## src/rtl/fifo_pkg.sv

```systemverilog
// Shared helpers for the FIFO/LIFO family.
//   clog2    : ceiling log2, usable in parameter expressions
//   is_pow2  : depth legality check used at elaboration
//   ptr_w    : pointer width for a given depth (clog2(DEPTH))
//   cnt_w    : occupancy counter width (ptr_w + 1, holds 0..DEPTH)
package fifo_pkg;

  function automatic int clog2(input int v);
    int r;
    r = 0;
    while ((1 << r) < v) r++;
    return r;
  endfunction

  function automatic bit is_pow2(input int v);
    return (v >= 2) && ((v & (v - 1)) == 0);
  endfunction

  function automatic int ptr_w(input int depth);
    return clog2(depth);
  endfunction

  function automatic int cnt_w(input int depth);
    return clog2(depth) + 1;
  endfunction

endpackage

```

## src/rtl/fifo_mem.sv

```systemverilog
// DEPTH x DATA_W register array, one synchronous write port and one
// registered read port. Storage is not reset; only the read register is.
//   clk, rst_n         : clock, async active-low reset (read register only)
//   we, waddr, wdata   : write port, written on the rising edge when we=1
//   re, raddr, rdata   : read port, rdata loads mem[raddr] when re=1, else holds
module fifo_mem
  import fifo_pkg::*;
#(
  parameter int DATA_W = 4,
  parameter int DEPTH  = 4,
  localparam int AW    = ptr_w(DEPTH)
) (
  input  logic              clk,
  input  logic              rst_n,
  input  logic              we,
  input  logic [AW-1:0]     waddr,
  input  logic [DATA_W-1:0] wdata,
  input  logic              re,
  input  logic [AW-1:0]     raddr,
  output logic [DATA_W-1:0] rdata
);

  logic [DEPTH-1:0][DATA_W-1:0] mem_q;
  logic [DATA_W-1:0]            rdata_q;

  always_ff @(posedge clk) begin
    if (we) mem_q[waddr] <= wdata;
  end

  // Same-address read+write (FIFO full) returns the old word: NBA ordering.
  always_ff @(posedge clk or negedge rst_n) begin
    if (!rst_n)  rdata_q <= '0;
    else if (re) rdata_q <= mem_q[raddr];
  end

  assign rdata = rdata_q;

endmodule

```

## src/rtl/sync_fifo.sv

```systemverilog
// Synchronous FIFO with occupancy count, almost-full/empty thresholds,
// sticky overflow/underflow and a one-cycle read-data valid strobe.
//   clk, rst_n              : clock, async active-low reset
//   wr_en, dataIn           : write request and data
//   rd_en                   : read request
//   dataOut, dataOut_valid  : registered read data, strobe on accepted read
//   empty, full             : count == 0 / count == DEPTH
//   almost_empty/full       : count <= AE_LEVEL / count >= AF_LEVEL
//   count                   : occupancy 0..DEPTH
//   overflow, underflow     : sticky rejected-write / rejected-read
module sync_fifo
  import fifo_pkg::*;
#(
  parameter int DATA_W   = 4,
  parameter int DEPTH    = 4,
  parameter int AF_LEVEL = 3,
  parameter int AE_LEVEL = 1
) (
  input  logic                    clk,
  input  logic                    rst_n,
  input  logic                    wr_en,
  input  logic [DATA_W-1:0]       dataIn,
  input  logic                    rd_en,
  output logic [DATA_W-1:0]       dataOut,
  output logic                    dataOut_valid,
  output logic                    empty,
  output logic                    full,
  output logic                    almost_empty,
  output logic                    almost_full,
  output logic [cnt_w(DEPTH)-1:0] count,
  output logic                    overflow,
  output logic                    underflow
);

  localparam int PTR_W = ptr_w(DEPTH);
  localparam int CNT_W = cnt_w(DEPTH);

  if (!is_pow2(DEPTH)) begin : g_depth_chk
    $error("sync_fifo: DEPTH must be a power of two >= 2");
  end

  logic [PTR_W-1:0] wr_ptr_q, wr_ptr_d, rd_ptr_q, rd_ptr_d;
  logic [CNT_W-1:0] count_q, count_d;
  logic             ovf_q, ovf_d, udf_q, udf_d, vld_q;
  logic             wr_acc, rd_acc;

  always_comb begin
    empty        = (count_q == '0);
    full         = (count_q == CNT_W'(DEPTH));
    almost_empty = (count_q <= CNT_W'(AE_LEVEL));
    almost_full  = (count_q >= CNT_W'(AF_LEVEL));
  end

  // A write into a full FIFO is fine if a read frees a slot the same edge.
  always_comb begin
    rd_acc   = rd_en & ~empty;
    wr_acc   = wr_en & (~full | rd_acc);
    wr_ptr_d = wr_acc ? wr_ptr_q + PTR_W'(1) : wr_ptr_q;
    rd_ptr_d = rd_acc ? rd_ptr_q + PTR_W'(1) : rd_ptr_q;
    count_d  = count_q;
    case ({wr_acc, rd_acc})
      2'b10:   count_d = count_q + CNT_W'(1);
      2'b01:   count_d = count_q - CNT_W'(1);
      default: count_d = count_q;
    endcase
    ovf_d = ovf_q | (wr_en & ~wr_acc);
    udf_d = udf_q | (rd_en & ~rd_acc);
  end

  always_ff @(posedge clk or negedge rst_n) begin
    if (!rst_n) begin
      wr_ptr_q <= '0;
      rd_ptr_q <= '0;
      count_q  <= '0;
      ovf_q    <= 1'b0;
      udf_q    <= 1'b0;
      vld_q    <= 1'b0;
    end else begin
      wr_ptr_q <= wr_ptr_d;
      rd_ptr_q <= rd_ptr_d;
      count_q  <= count_d;
      ovf_q    <= ovf_d;
      udf_q    <= udf_d;
      vld_q    <= rd_acc;
    end
  end

  fifo_mem #(.DATA_W(DATA_W), .DEPTH(DEPTH)) u_mem (
    .clk   (clk),
    .rst_n (rst_n),
    .we    (wr_acc),
    .waddr (wr_ptr_q),
    .wdata (dataIn),
    .re    (rd_acc),
    .raddr (rd_ptr_q),
    .rdata (dataOut)
  );

  assign dataOut_valid = vld_q;
  assign count         = count_q;
  assign overflow      = ovf_q;
  assign underflow     = udf_q;

endmodule

```

## config.mk

```make
export PLATFORM = sky130hd
export DESIGN_NAME = sync_fifo
export DESIGN_NICKNAME = d
export VERILOG_FILES = /design/src/rtl/fifo_pkg.sv /design/src/rtl/fifo_mem.sv /design/src/rtl/sync_fifo.sv
export SDC_FILE = /design/constraint.sdc
export NUM_CORES = 1
export LEC_CHECK = 0
export CAP_MARGIN = 30
export CORE_MARGIN = 2
export CORE_UTILIZATION = 52
export DETAILED_ROUTE_END_ITERATION = 8
export PLACE_DENSITY = 0.85
export RECOVER_POWER = 25
export SLEW_MARGIN = 30
export SYNTH_ARGS = -nofsm -noshare
export SYNTH_HDL_FRONTEND = slang
export SYNTH_SLANG_ARGS = --single-unit
export TNS_END_PERCENT = 1
```

## constraint.sdc

```tcl
create_clock -name clk -period 2.3 [get_ports clk]
set_clock_uncertainty 0.15 [all_clocks]
set_input_delay 0.23 -clock clk [delete_from_list [all_inputs] [get_ports clk]]
set_output_delay 0.23 -clock clk [all_outputs]
set_load 0.005 [all_outputs]
```

* Yosys cells after proc, flatten, opt, wreduce, memory -nomap -nowiden
Cells that the tools add are included.
** Storage, ports and cells
- Register bits :: 30
- Bits of input ports :: 8
- Output and inout port bits :: 14
** Cells by class
- $add $sub $neg :: 4
- $lt $le $gt $ge :: 5
- Equality and inequality tests :: 3
- Muxes and demuxes :: 6
- Bitwise operators :: 11
- Reduce and logical (&&, ||, !) cells :: 3
** Operator list (count)
- $bwmux 16 :: 1
- $bmux 4 s2 :: 1
- $demux 4 s2 :: 1
- $mux 4 :: 2
- $lt 2x3->1 const B :: 2
- $pmux 3 s2 :: 1
- $add 2x1->2 const B :: 2
- $and 1x1->1 :: 4
- $not 1->1 :: 4
- $add 3x1->3 const B :: 1
- $eq 3x3->1 const B :: 1
- $ge 3x2->1 const B :: 1
- $le 3x1->1 const B :: 1
- $logic_not 3->1 :: 1
- $or 1x1->1 :: 3
- $sub 3x1->3 const B :: 1
- $eq 2x1->1 const B :: 1
- $eq 2x2->1 const B :: 1
- $ge 2x1->1 const B :: 1
- $reduce_bool 2->1 :: 1
- $logic_and 1x1->1 :: 1

* Depth between registers and ports, before layout
- Word-level depth :: 8
- Mapped depth :: 7

* By module
Synthesis repeated with hierarchy kept, for this count alone.
** Second synthesis, totals
- Cell total of the unflattened synthesis :: 92
- Area, all modules :: 1297.5 um^2
** Modules (own cells, without submodules)
- fifo_mem :: times used 1, cells an instance 44, area each 772.0 um^2, seq. area each 580.6 um^2
- sync_fifo :: times used 1, cells an instance 48, area each 525.5 um^2, seq. area each 250.2 um^2

* Worst setup path before layout
Ideal clock, no wire load.
- Path type :: reg2reg
- From :: register count_q[0], in the netlist count[0]
- To :: register u_mem.rdata_q[0], in the netlist u_mem.rdata[0]
- Setup time :: 0.127 ns
- Arrival time :: 1.688 ns
- Required time :: 2.023 ns
- Setup slack :: 0.334 ns
- Stages on the path, launching flop included :: 8
- Period minus slack after synthesis :: 1.966 ns
- Path through :: dfrtp_1 -> inv_1 -> ha_1 -> nor2b_4 -> buf_6 -> nand2b_4 -> buf_6 -> mux2_1
** On the way
- Cells in the longest elaborated chain, start to end :: 3
** Ends and longest elaborated chain
- start, declared :: line sync_fifo.sv:43 : logic [CNT_W-1:0] count_q, count_d;
- start signal, assigned :: line sync_fifo.sv:81 : count_q <= count_d;
- $logic_not 3->1 :: line sync_fifo.sv:48 : empty = (count_q == '0);
- via empty :: line sync_fifo.sv:26 : output logic empty,
- $not 1->1 :: line sync_fifo.sv:56 : rd_acc = rd_en & ~empty;
- $and 1x1->1 :: line sync_fifo.sv:56
- end signal, assigned :: line fifo_mem.sv:33 : else if (re) rdata_q <= mem_q[raddr];
- end, declared :: line fifo_mem.sv:24 : logic [DATA_W-1:0] rdata_q;
The timed path passes the listed nets, and every way through them passes these cells.
A chain may end at the register's enable or synchronous reset.

* Final worst setup path
- From :: register count_q[1], in the netlist count[1]
- To :: output empty
** On the way
- Cells in the longest elaborated chain, start to end :: 1
** Ends and longest elaborated chain (line)
- $logic_not 3->1 :: sync_fifo.sv:48
- end, declared :: sync_fifo.sv:26
No other way between the ends.

==> results.yml <==
route:
  detail_route.first_pass.iterations: 4
  wirelength_um: 2612
  drt-wirelength-per-cell_um: 16.43
  dr.first_iter.drc_count: 40
  viasPerCell: 5.516
  drc_errors: 0
  wl_on_met1_um: 1116
  via_count: 877
  detail-route-antenna-nets: 0
  met2WireLength_um: 1295
  maxUsedRoutingLayer: "met4"
  met3_wirelength_um: 133
layout:
  nets: 144
  drive_gt1_share_pct: 20.31
  fillerInstances: 193
  insertedDiodeCount: 0
  layout-area-overhead-vs-synth_pct: 22.26
  finish.cell_count_without_fillers: 159
  finish.utilization_pct: 65.49
cts:
  maximum_root_to_sink_buffer_count: 2
  cts_tree: "yes"
  numClockSinks: 30
  clock_tree.htree_level_count: 2
  cts_buffers: 5
  cts.clk_slew.worst_paths_ns: 0.09
  clock_insertion_delay_worst_skew_ns: 0.33
  cts_root_buf: "sky130_fd_sc_hd__clkbuf_4"
  hold_buffers_post_cts: 0
run_status:
  status: "finished clean"
critical_path:
  crit_arrival_ns: 1.85
  timing.critical_path.from_type: "flip-flop"
  criticalPathCategory: "reg2out"
  crit_path_cells: "inv_2 -> ha_4 -> nor2b_4 -> clkdlybuf4s50_1"
  critical_path.reg2reg.endpoint: "u_mem.rdata[0]$_DFFE_PN0P_"
  critical_path.n_buffers_inverters: 2
  end_kind: "output port"
  rrSetupSlack_ns: 0.39
  path_depth_of_the_worst_reg2reg_path: 6
  crit_path_top_delay_cell: "sky130_fd_sc_hd__clkdlybuf4s50_1"
  worst-path-stages: 4
  cpPeakStageDelay_ns: 0.52
  data_required_time_at_the_worst_endpoint_ns: 1.92
  crit_family: "buffers and inverters"
  timing.rr.start: "count[1]$_DFFE_PN0P_"
  critical_path.max_fanout: 9
global_routing:
  first_global_vias: 911
  grt_overflow_total: 0
  grtUsageTotal_pct: 18.43
  antenna_found_initial: 0
  global_route_wire_length_before_repair_um: 4305
  maximum_number_of_pins_on_one_net_before_global_route_repair: 15
power:
  power.total_mw: 2.172
  leakage_nw: 0.7106
  p_per_area_nw_per_um2: 1235
  power.ir.vdd_worst_v: 0.0008154
synthesis:
  synth_enable_flop_cells: 16
  synthesis.area_um2: 1439
  synth_area_per_cell_um2: 14.53
  synth.largest_area_cell: "sky130_fd_sc_hd__edfxtp_1"
  synth.yosys.seq_area_share_pct: 57.74
  number_of_instances_in_the_synthesized_netlist: 99
  synth.top_cells.by_area: "sky130_fd_sc_hd__edfxtp_1, sky130_fd_sc_hd__dfrtp_1, sky130_fd_sc_hd__ha_1, sky130_fd_sc_hd__mux4_2, sky130_fd_sc_hd__mux2_1"
  synth_warnings: 0
  synth_fp_nets: 116
  yosysUniqueCellTypes: 32
  yosys_most_used_dff: "sky130_fd_sc_hd__edfxtp_1"
  synthArstFlopShare_pct: 46.67
  synth_top_cell_area_share_pct: 33.39
  ys_ff_latch: 30
floorplanning:
  start_util_pct: 53.56
  top_level_ports: 22
  floorplan.die.width_um: 56.61
  core_area_um2: 2686
  fp.dieH_um: 56.61
  rows: 19
  dieArea_um2: 3204
timing:
  finalCritPeriodShare_pct: 97.10
  timing_hold_violations_final: 0
  achievable-frequency_mhz: 447.8
  worst_setup_margin_ns: 0.06667
  finalMaxSlewViolations: 0
  setup_violations: 0
  slew-limit-headroom_pct: 56.25
  measured_slew_at_the_worst_slew_check_pin_ns: 0.6541
  layout_min_cycle_time_ns: 2.233
place:
  detailedPlace.worstSlack_ns: 0.1375
  buffer_ports.inserted: 21
  post-dp-hpwl_um: 1920
  finalWeightedCongestion: 0.9060
  dp.cells: 148
run:
  maxCapViolations: 0
min_path:
  min_path_type: "in2async"
## per-layer routing
metal | track usage [%] | vias up
li1 | - | 417
met1 | 22.08 | 429
met2 | 29.40 | 23
met3 | 6.682 | 8
met4 | 8.844 | 0
met5 | 0 | -
## cell usage after synthesis (all sizes together) (2+ instances only)
| cell | instances |
|---|---|
| a21oi | 2 |
| a31oi | 2 |
| and2 | 5 |
| buf | 5 |
| dfrtp | 14 |
| edfxtp | 16 |
| ha | 9 |
| inv | 8 |
| mux2 | 6 |
| mux4 | 4 |
| nor2 | 6 |
| nor2b | 2 |
| nor4 | 2 |
| nor4bb | 2 |
| o21ai | 2 |
| xnor2 | 2 |
## power by group
group	switching, mW	internal, mW	leakage, nW
Clock	0.176	0.113	0.0286
Sequential	0.164	0.750	0.305
Combinational	0.390	0.579	0.377
Total	0.730	1.44	0.711
## cell type report
| class | count | area, µm² | area share, % |
|---|---|---|---|
| sequential | 30 | 833.3 | 47.37 |
| multi-input combinational | 56 | 553.0 | 31.44 |
| timing repair buffer | 26 | 247.7 | 14.08 |
| tap | 31 | 38.79 | 2.205 |
| clock buffer | 5 | 37.54 | 2.134 |
| inverter | 8 | 32.53 | 1.849 |
| clock inverter | 3 | 16.27 | 0.9246 |
## flip-flops by register name, summed over array words and instances (netlist names)
register,flops
count,3
u_mem.mem_q,16
rd_ptr_q,2
underflow,1
overflow,1
dataOut_valid,1
wr_ptr_q,2
u_mem.rdata,4
## per-stage QoR
| step | hold WS (ns) | TNS, ns | cell area, µm² |
|---|---|---|---|
| after detailed placement | 0.3059 | 0 | 1665 |
| after CTS | 0.1674 | 0 | 1733 |
| after global placement | 0.3004 | 0 | 1665 |
| after global routing | 0.2558 | -0.01403 | 1759 |
| after floorplan | -0.2156 | 0 | 1439 |
| final | 0.2205 | 0 | 1759 |
## cells by family after synthesis
family | count (synthesis) | share of synthesized area (%)
compound gates | 13 | 6.957
xor+xnor | 3 | 1.826
fa+ha+maj | 9 | 7.826
buf+inv | 13 | 4.695
flops | 30 | 57.74
mux | 11 | 11.65
simple gates | 20 | 9.304
## worst reg2reg max path, delay by kind of cell, from the launching register on
| kind | cells | cell delay [ns] |
|---|---|---|
| and+or+nand+nor | 2 | 0.39 |
| adders and majority gates | 1 | 0.20 |
| muxes | 1 | 0.34 |
| buffers and inverters | 2 | 0.27 |
| DFF | 1 | 0.45 |
## worst max path at each step
| stage | start | to | slack (ns) |
|---|---|---|---|
| floorplan | count[0]$_DFFE_PN0P_ | u_mem.rdata[0]$_DFFE_PN0P_ | 0.33 |
| global placement | count[0]$_DFFE_PN0P_ | empty | 0.23 |
| detailed placement | count[1]$_DFFE_PN0P_ | empty | 0.14 |
| CTS | count[1]$_DFFE_PN0P_ | empty | 0.02 |
| global route | count[1]$_DFFE_PN0P_ | empty | -0.01 |
| finish | count[1]$_DFFE_PN0P_ | empty | 0.07 |
## layout by cell type, fill, tap and decap left out, types with 2 or more instances in the layout
cell type and n:
sky130_fd_sc_hd__a31oi_1 2, sky130_fd_sc_hd__and2_1 5, sky130_fd_sc_hd__buf_4 5, sky130_fd_sc_hd__clkbuf_4 5, sky130_fd_sc_hd__clkdlybuf4s50_1 16, sky130_fd_sc_hd__dfrtp_1 12, sky130_fd_sc_hd__dfrtp_2 2, sky130_fd_sc_hd__dlygate4sd3_1 5
sky130_fd_sc_hd__edfxtp_1 16, sky130_fd_sc_hd__ha_1 8, sky130_fd_sc_hd__inv_1 6, sky130_fd_sc_hd__mux2_1 5, sky130_fd_sc_hd__mux4_2 4, sky130_fd_sc_hd__nor2_1 6, sky130_fd_sc_hd__nor4_1 2, sky130_fd_sc_hd__nor4bb_1 2
sky130_fd_sc_hd__o21ai_0 2, sky130_fd_sc_hd__xnor2_1 2
## what timing repair did
item	4_1_cts	5_1_grt
gates resized for setup	5	2
buffers inserted	0	3
endpoints found under the setup margin	3	1
pin swaps	0	0
Power figures use the tool's default switching activity.
